$ cat src/rtl/dff_delay_line_if.sv
// Bundle for the delay line: control/data toward the pipeline on the master
// side, stage outputs back from the pipeline on the slave side.
interface dff_delay_line_if #(
  parameter int WIDTH = 8,
  parameter int DEPTH = 4,
  parameter int TAPW  = (DEPTH > 1) ? $clog2(DEPTH) : 1,
  parameter int CNTW  = $clog2(DEPTH + 1)
);
  logic             en;
  logic             clr;
  logic [WIDTH-1:0] d;
  logic             d_valid;
  logic [TAPW-1:0]  tap_sel;
  logic [WIDTH-1:0] q;
  logic [WIDTH-1:0] qn;
  logic             q_valid;
  logic [WIDTH-1:0] tap_q;
  logic             tap_valid;
  logic [CNTW-1:0]  fill;

  modport master (
    output en, clr, d, d_valid, tap_sel,
    input  q, qn, q_valid, tap_q, tap_valid, fill
  );

  modport slave (
    input  en, clr, d, d_valid, tap_sel,
    output q, qn, q_valid, tap_q, tap_valid, fill
  );
endinterface

$ cat src/rtl/dff_delay_line.sv
// WIDTH x DEPTH clock-enabled delay line with a valid bit per stage,
// synchronous clear, a combinational tap and an occupancy count.

// One pipeline stage: data register plus its valid bit.
module dff_delay_line_stage #(
  parameter int WIDTH = 8
) (
  input  logic             clk,
  input  logic             rst_n,
  input  logic             i_en,
  input  logic             i_clr,
  input  logic [WIDTH-1:0] i_d,
  input  logic             i_v,
  output logic [WIDTH-1:0] o_q,
  output logic             o_v
);
  logic [WIDTH-1:0] r_q;
  logic             r_v;

  // Clear beats enable; data moves whether or not it is valid.
  always_ff @(posedge clk or negedge rst_n) begin
    if (!rst_n) begin
      r_q <= '0;
      r_v <= 1'b0;
    end else if (i_clr) begin
      r_q <= '0;
      r_v <= 1'b0;
    end else if (i_en) begin
      r_q <= i_d;
      r_v <= i_v;
    end
  end

  assign o_q = r_q;
  assign o_v = r_v;
endmodule

module dff_delay_line #(
  parameter int WIDTH = 8,
  parameter int DEPTH = 4
) (
  input  logic              clk,
  input  logic              rst_n,
  dff_delay_line_if.slave   bus
);
  localparam int TAPW = (DEPTH > 1) ? $clog2(DEPTH) : 1;
  localparam int CNTW = $clog2(DEPTH + 1);

  logic [DEPTH-1:0][WIDTH-1:0] w_s;
  logic [DEPTH-1:0]            w_v;
  logic [WIDTH-1:0]            w_tap_q;
  logic                        w_tap_v;
  logic [CNTW-1:0]             w_fill;

  // Stage 0 takes the input port, every later stage takes its predecessor.
  for (genvar i = 0; i < DEPTH; i++) begin : g_stage
    logic [WIDTH-1:0] w_din;
    logic             w_vin;
    if (i == 0) begin : g_head
      assign w_din = bus.d;
      assign w_vin = bus.d_valid;
    end else begin : g_body
      assign w_din = w_s[i-1];
      assign w_vin = w_v[i-1];
    end
    dff_delay_line_stage #(.WIDTH(WIDTH)) u_stage (
      .clk   (clk),
      .rst_n (rst_n),
      .i_en  (bus.en),
      .i_clr (bus.clr),
      .i_d   (w_din),
      .i_v   (w_vin),
      .o_q   (w_s[i]),
      .o_v   (w_v[i])
    );
  end

  // Tap mux; out-of-range selects fall back to the last stage.
  always_comb begin
    w_tap_q = w_s[DEPTH-1];
    w_tap_v = w_v[DEPTH-1];
    for (int i = 0; i < DEPTH; i++) begin
      if (bus.tap_sel == TAPW'(i)) begin
        w_tap_q = w_s[i];
        w_tap_v = w_v[i];
      end
    end
  end

  // Occupancy: popcount of the registered valid bits, so at most DEPTH.
  always_comb begin
    w_fill = '0;
    for (int i = 0; i < DEPTH; i++) w_fill = w_fill + CNTW'(w_v[i]);
  end

  assign bus.q         = w_s[DEPTH-1];
  assign bus.qn        = ~w_s[DEPTH-1];
  assign bus.q_valid   = w_v[DEPTH-1];
  assign bus.tap_q     = w_tap_q;
  assign bus.tap_valid = w_tap_v;
  assign bus.fill      = w_fill;
endmodule
$ cat src/flat_wrapper.sv
// flat-port wrapper written by rule: the top's interface ports become plain ports
module dff_delay_line_flat 
#(
  parameter int WIDTH = 8,
  parameter int DEPTH = 4
)
  (clk, rst_n, bus_en, bus_clr, bus_d, bus_d_valid, bus_tap_sel, bus_q, bus_qn, bus_q_valid, bus_tap_q, bus_tap_valid, bus_fill);
  dff_delay_line_if #(.WIDTH(WIDTH), .DEPTH(DEPTH)) bus_i ();
  input  logic clk;
  input  logic rst_n;
  input wire logic [$bits(bus_i.en)-1:0] bus_en;
  input wire logic [$bits(bus_i.clr)-1:0] bus_clr;
  input wire logic [$bits(bus_i.d)-1:0] bus_d;
  input wire logic [$bits(bus_i.d_valid)-1:0] bus_d_valid;
  input wire logic [$bits(bus_i.tap_sel)-1:0] bus_tap_sel;
  output wire logic [$bits(bus_i.q)-1:0] bus_q;
  output wire logic [$bits(bus_i.qn)-1:0] bus_qn;
  output wire logic [$bits(bus_i.q_valid)-1:0] bus_q_valid;
  output wire logic [$bits(bus_i.tap_q)-1:0] bus_tap_q;
  output wire logic [$bits(bus_i.tap_valid)-1:0] bus_tap_valid;
  output wire logic [$bits(bus_i.fill)-1:0] bus_fill;
  assign bus_i.en = bus_en;
  assign bus_i.clr = bus_clr;
  assign bus_i.d = bus_d;
  assign bus_i.d_valid = bus_d_valid;
  assign bus_i.tap_sel = bus_tap_sel;
  assign bus_q = bus_i.q;
  assign bus_qn = bus_i.qn;
  assign bus_q_valid = bus_i.q_valid;
  assign bus_tap_q = bus_i.tap_q;
  assign bus_tap_valid = bus_i.tap_valid;
  assign bus_fill = bus_i.fill;
  dff_delay_line #(.WIDTH(WIDTH), .DEPTH(DEPTH)) u_core (.clk(clk), .rst_n(rst_n), .bus(bus_i));
endmodule
$ cat config.mk
export PLATFORM = sky130hd
export DESIGN_NAME = dff_delay_line_flat
export DESIGN_NICKNAME = d
export VERILOG_FILES = /design/src/rtl/dff_delay_line_if.sv /design/src/rtl/dff_delay_line.sv /design/src/flat_wrapper.sv
export SDC_FILE = /design/constraint.sdc
export NUM_CORES = 1
export LEC_CHECK = 0
export ABC_CLOCK_PERIOD_IN_PS = 5700
export CORE_MARGIN = 1
export CORE_UTILIZATION = 52
export CTS_BUF_LIST = sky130_fd_sc_hd__clkbuf_16
export CTS_CLUSTER_DIAMETER = 120
export DETAILED_ROUTE_END_ITERATION = 8
export PLACE_DENSITY_LB_ADDON = 0.3
export SYNTH_ARGS = -nofsm -noshare
export SYNTH_HDL_FRONTEND = slang
export SYNTH_SLANG_ARGS = --single-unit
$ cat constraint.sdc
create_clock -name clk -period 5.7 [get_ports clk]
set_input_delay 1.71 -clock clk [delete_from_list [all_inputs] [get_ports clk]]
set_output_delay 1.71 -clock clk [all_outputs]
set_load 0.005 [all_outputs]
Word-level counts from Yosys, hierarchy flattened --
Cells that the tools add are included.
Word-level totals: output and inout bits 29, word-level logic and storage cells 41, register bits after elaboration 36
Operators by class: equal/unequal tests 3, muxes and demuxes 24, reduce and logical (&&, ||, !) cells 2, bitwise logic cells 1, add/sub/neg operators 3
Operator list (number):
- two-way mux 8 bit | 12
- two-way mux 1 bit | 12
- NOT 8 bit | 1
- adder 3 x 1 -> 3 bit | 2
- equality test 2 bit, second input constant | 2
- adder 1 x 1 -> 2 bit | 1
- equality test 2 x 1 -> 1 bit, second input constant | 1
- logical NOT 2 bit | 1
- nonzero test 2 bit | 1

Depth between registers and ports, before layout --
word-level depth 5, gate-level depth with buffers 4, gate-level depth less buffers 3

Hierarchy --
A second synthesis with hierarchy kept.
Second synthesis, totals: cells, all modules 143, area, all modules 1775.5 um2
By module, submodules not included:
- dff_delay_line_stage | cells an instance 29, area each 364.1 um2, seq. area each 225.2 um2, times used 4
- dff_delay_line | cells an instance 27, area each 319.1 um2, seq. area each 0.0 um2, times used 1

Worst setup path before layout --
Ideal clock, no wire load.
path kind input to output, start input bus_tap_sel[0], end output bus_tap_q[0], stages on the path 2, arrival time 2358 ps, path slack 1632 ps, cell sequence buf_6 -> mux4_2
On the way: word-level cells in the longest chain between the ends 5, elaborated cells between the ends (all ways) 8
RTL lines:
- from (decl) | line flat_wrapper.sv:15 | input wire logic [$bits(bus_i.tap_sel)-1:0] bus_tap_sel;
- logical NOT 2 bit | line dff_delay_line.sv:83 | if (bus.tap_sel == TAPW'(i)) begin
- two-way mux 8 bit (3 in a row) | line dff_delay_line.sv:83
- two-way mux 8 bit (*) | line dff_delay_line.sv:83
- to (decl) | line flat_wrapper.sv:19 | output wire logic [$bits(bus_i.tap_q)-1:0] bus_tap_q;
Every way passes the cells marked *; elsewhere a longest branch is shown, timed or not.

Final worst setup path --
start input bus_tap_sel[0], end output bus_tap_q[1]
The elaborated chain is that of the path after synthesis.

==> impl_metrics.ini <==
[status]
status = finished clean

[drt]
drc = 0
first_pass_iters = 4
wl_mm = 3.39
drt-wirelength-per-cell_um = 15.1
drtAntennaViolNets = 0
vias_per_cell = 5.16
vias = 1155
drt-initial-drc-count = 45

[worst_setup_path]
worstPathMaxFanout = 9
cp-start-kind = input port
reg2reg_slack_ns = 4.87
crit_path_start = bus_tap_sel[0]
required_ns = 3.99
critical_path_class = input port to primary output
path_common_cell = clkdlybuf4s50_1
cp-end-kind = primary output
crit_chain = clkdlybuf4s50_1 -> buf_4 -> mux4_2 -> clkdlybuf4s50_1
r2r-start = u_core.g_stage[2].u_stage.o_v
ff2ff_path_depth = 2
critical-path-slowest-cell = mux4_2
crit_arrival_ns = 3.37
reg2reg_to = u_core.g_stage[2].u_stage.o_v
worst_path_largest_cell_delay_ns = 0.53

[layout]
syn2layout_area_growth_pct = 31.5
fin_util_pct = 73.6
drive_gt1_share_pct = 10.6
nets = 197
n_antenna_cell = 0

[worst_hold_path]
holdCritPathClass = flip-flop to flip-flop
hold_path_end = u_core.g_stage[2].u_stage.o_q[0]
holdCritStartpoint = u_core.g_stage[2].u_stage.o_q[0]
whs_path_depth = 2

[floorplanning]
rows = 20
die_area_um2 = 3600
io_pins = 44
dieWidth_um = 60.0
core_area_um2 = 3130
fp.dieH_um = 60.0
initial_core_util_pct = 56.0

[timing]
finalMaxSlewViolations = 0
fin_crit_sh_pct = 89.2
setup_tns_ns = 0
setup_violations = 0
slew_headroom_pct = 16.1
whs_ns = 0.548
min_period_ns = 5.08
hold_viol = 0
fmax_mhz = 197
worst_pin_slew_ns = 1.25
setup_ws_ns = 0.616
fin_skew_ns = 0.00441
grt_setup_unrepaired = no

[grt]
grt_pass1_vias = 1189
grt_max_degree = 37
grt_overflow = 0
antenna_found_initial = 0
grt_pass1_wl_mm = 5.76
grtUsageTotal_pct = 22.7

[logic_synthesis]
syn-instance-count = 138
netlist_area_um2 = 1750
yosysSeqAreaShare_pct = 51.5
synth_cell_types = 12
synth_warnings = 0
synth_seq_cells = 36
avgSynthCellArea_um2 = 12.7
syn_nets = 156

[clocking]
h-tree-depth = 2
root_buffer = clkbuf_16
post_cts_resized = 0
cts_buffer_depth = 2
cts_tree = built
cts_buffers = 5
clk_pin_slew_ns = 0.05
postCtsSetupBuffers = 0
cts-hold-fix-buffers = 0
clock_latency_ns = 0.28
cts.sinks = 36

[placement]
place_congestion = 0.760
dp_hpwl_mm = 2.18
port_buffers = 43
pre_cts_ws_ns = 0.607

[job]
drv_cap = 0

[power_and_ir_drop]
p_leak_nw = 1.09
vdd_drop_max_uv = 181
power.density_nw_per_um2 = 258
-- worst max path at each step --
stage and end:
6_report bus_tap_q[1], 4_1_cts bus_tap_q[1], 3_5_place_dp bus_tap_q[2], 5_1_grt bus_tap_q[2], 2_1_floorplan bus_tap_q[0], 3_3_place_gp bus_tap_q[1]
-- through the flow --
stage	instances	instance area (um2)	total power [mW]
3_5_place_dp	216	2160	0.333
6_report	224	2300	0.594
2_1_floorplan	138	1750	0.308
5_1_grt	224	2300	0.618
3_3_place_gp	216	2160	0.331
4_1_cts	224	2300	0.599
-- synthesized netlist by cell type --
cell type | count | area (um2)
ha_1 | 2 | 25.0
clkbuf_2 | 1 | 5.00
buf_1 | 1 | 3.75
buf_4 | 1 | 7.51
buf_6 | 4 | 45.0
buf_2 | 3 | 15.0
fa_1 | 1 | 20.0
dfrtp_1 | 36 | 901
mux2i_1 | 36 | 360
inv_1 | 8 | 30.0
nor2_1 | 36 | 135
mux4_2 | 9 | 203
-- cells by family (layout without fill, tap and decap cells) --
family | after synthesis | count (layout) | share of synthesized area, %
multiplexers | 45 | 45 | 32.2
flip-flops | 36 | 36 | 51.5
AND/OR/NAND/NOR | 36 | 36 | 7.72
buffers and inverters | 18 | 60 | 6.08
adder cells (fa/ha/maj) | 3 | 3 | 2.57
-- cell type report --
cell class              count  area (um2)
well taps                  44        55.1
inverters                   8        30.0
multi-input cells          84         743
clock buffers               5         125
flip-flops and latches     36         901
repair buffers             44         428
clock inverters             3        18.8
fillers                   213         827
-- registers in the layout, summed over array words and instances (netlist names) --
register                    cells
u_core.g_stage.u_stage.o_v      4
u_core.g_stage.u_stage.o_q     32
-- worst max-delay path, delay by kind of cell --
kind	cells	cell delay, ns
buf+inv	3	1.14
mux	1	0.53
-- power breakdown --
part | switching, mW | internal, mW
logic | 0.0272 | 0.0321
registers | 0.00621 | 0.263
clock network | 0.105 | 0.160
total | 0.139 | 0.455
-- cell usage in the layout, fill, tap and decap left out --
cell,instances
clkbuf_16,5
ha_1,2
mux2i_1,36
nor2_1,36
fa_1,1
clkinvlp_4,2
inv_1,8
dfrtp_1,36
buf_4,1
clkdlybuf4s50_1,41
mux4_2,9
buf_2,2
clkinv_1,1
-- metal layers --
metal	GRT usage (%)	share of wire (%)
met1	30.3	46
met5	0	0
met2	34.4	48
met3	6.06	4.0
met4	11.0	1.6
(Power assumes the default switching activity.)
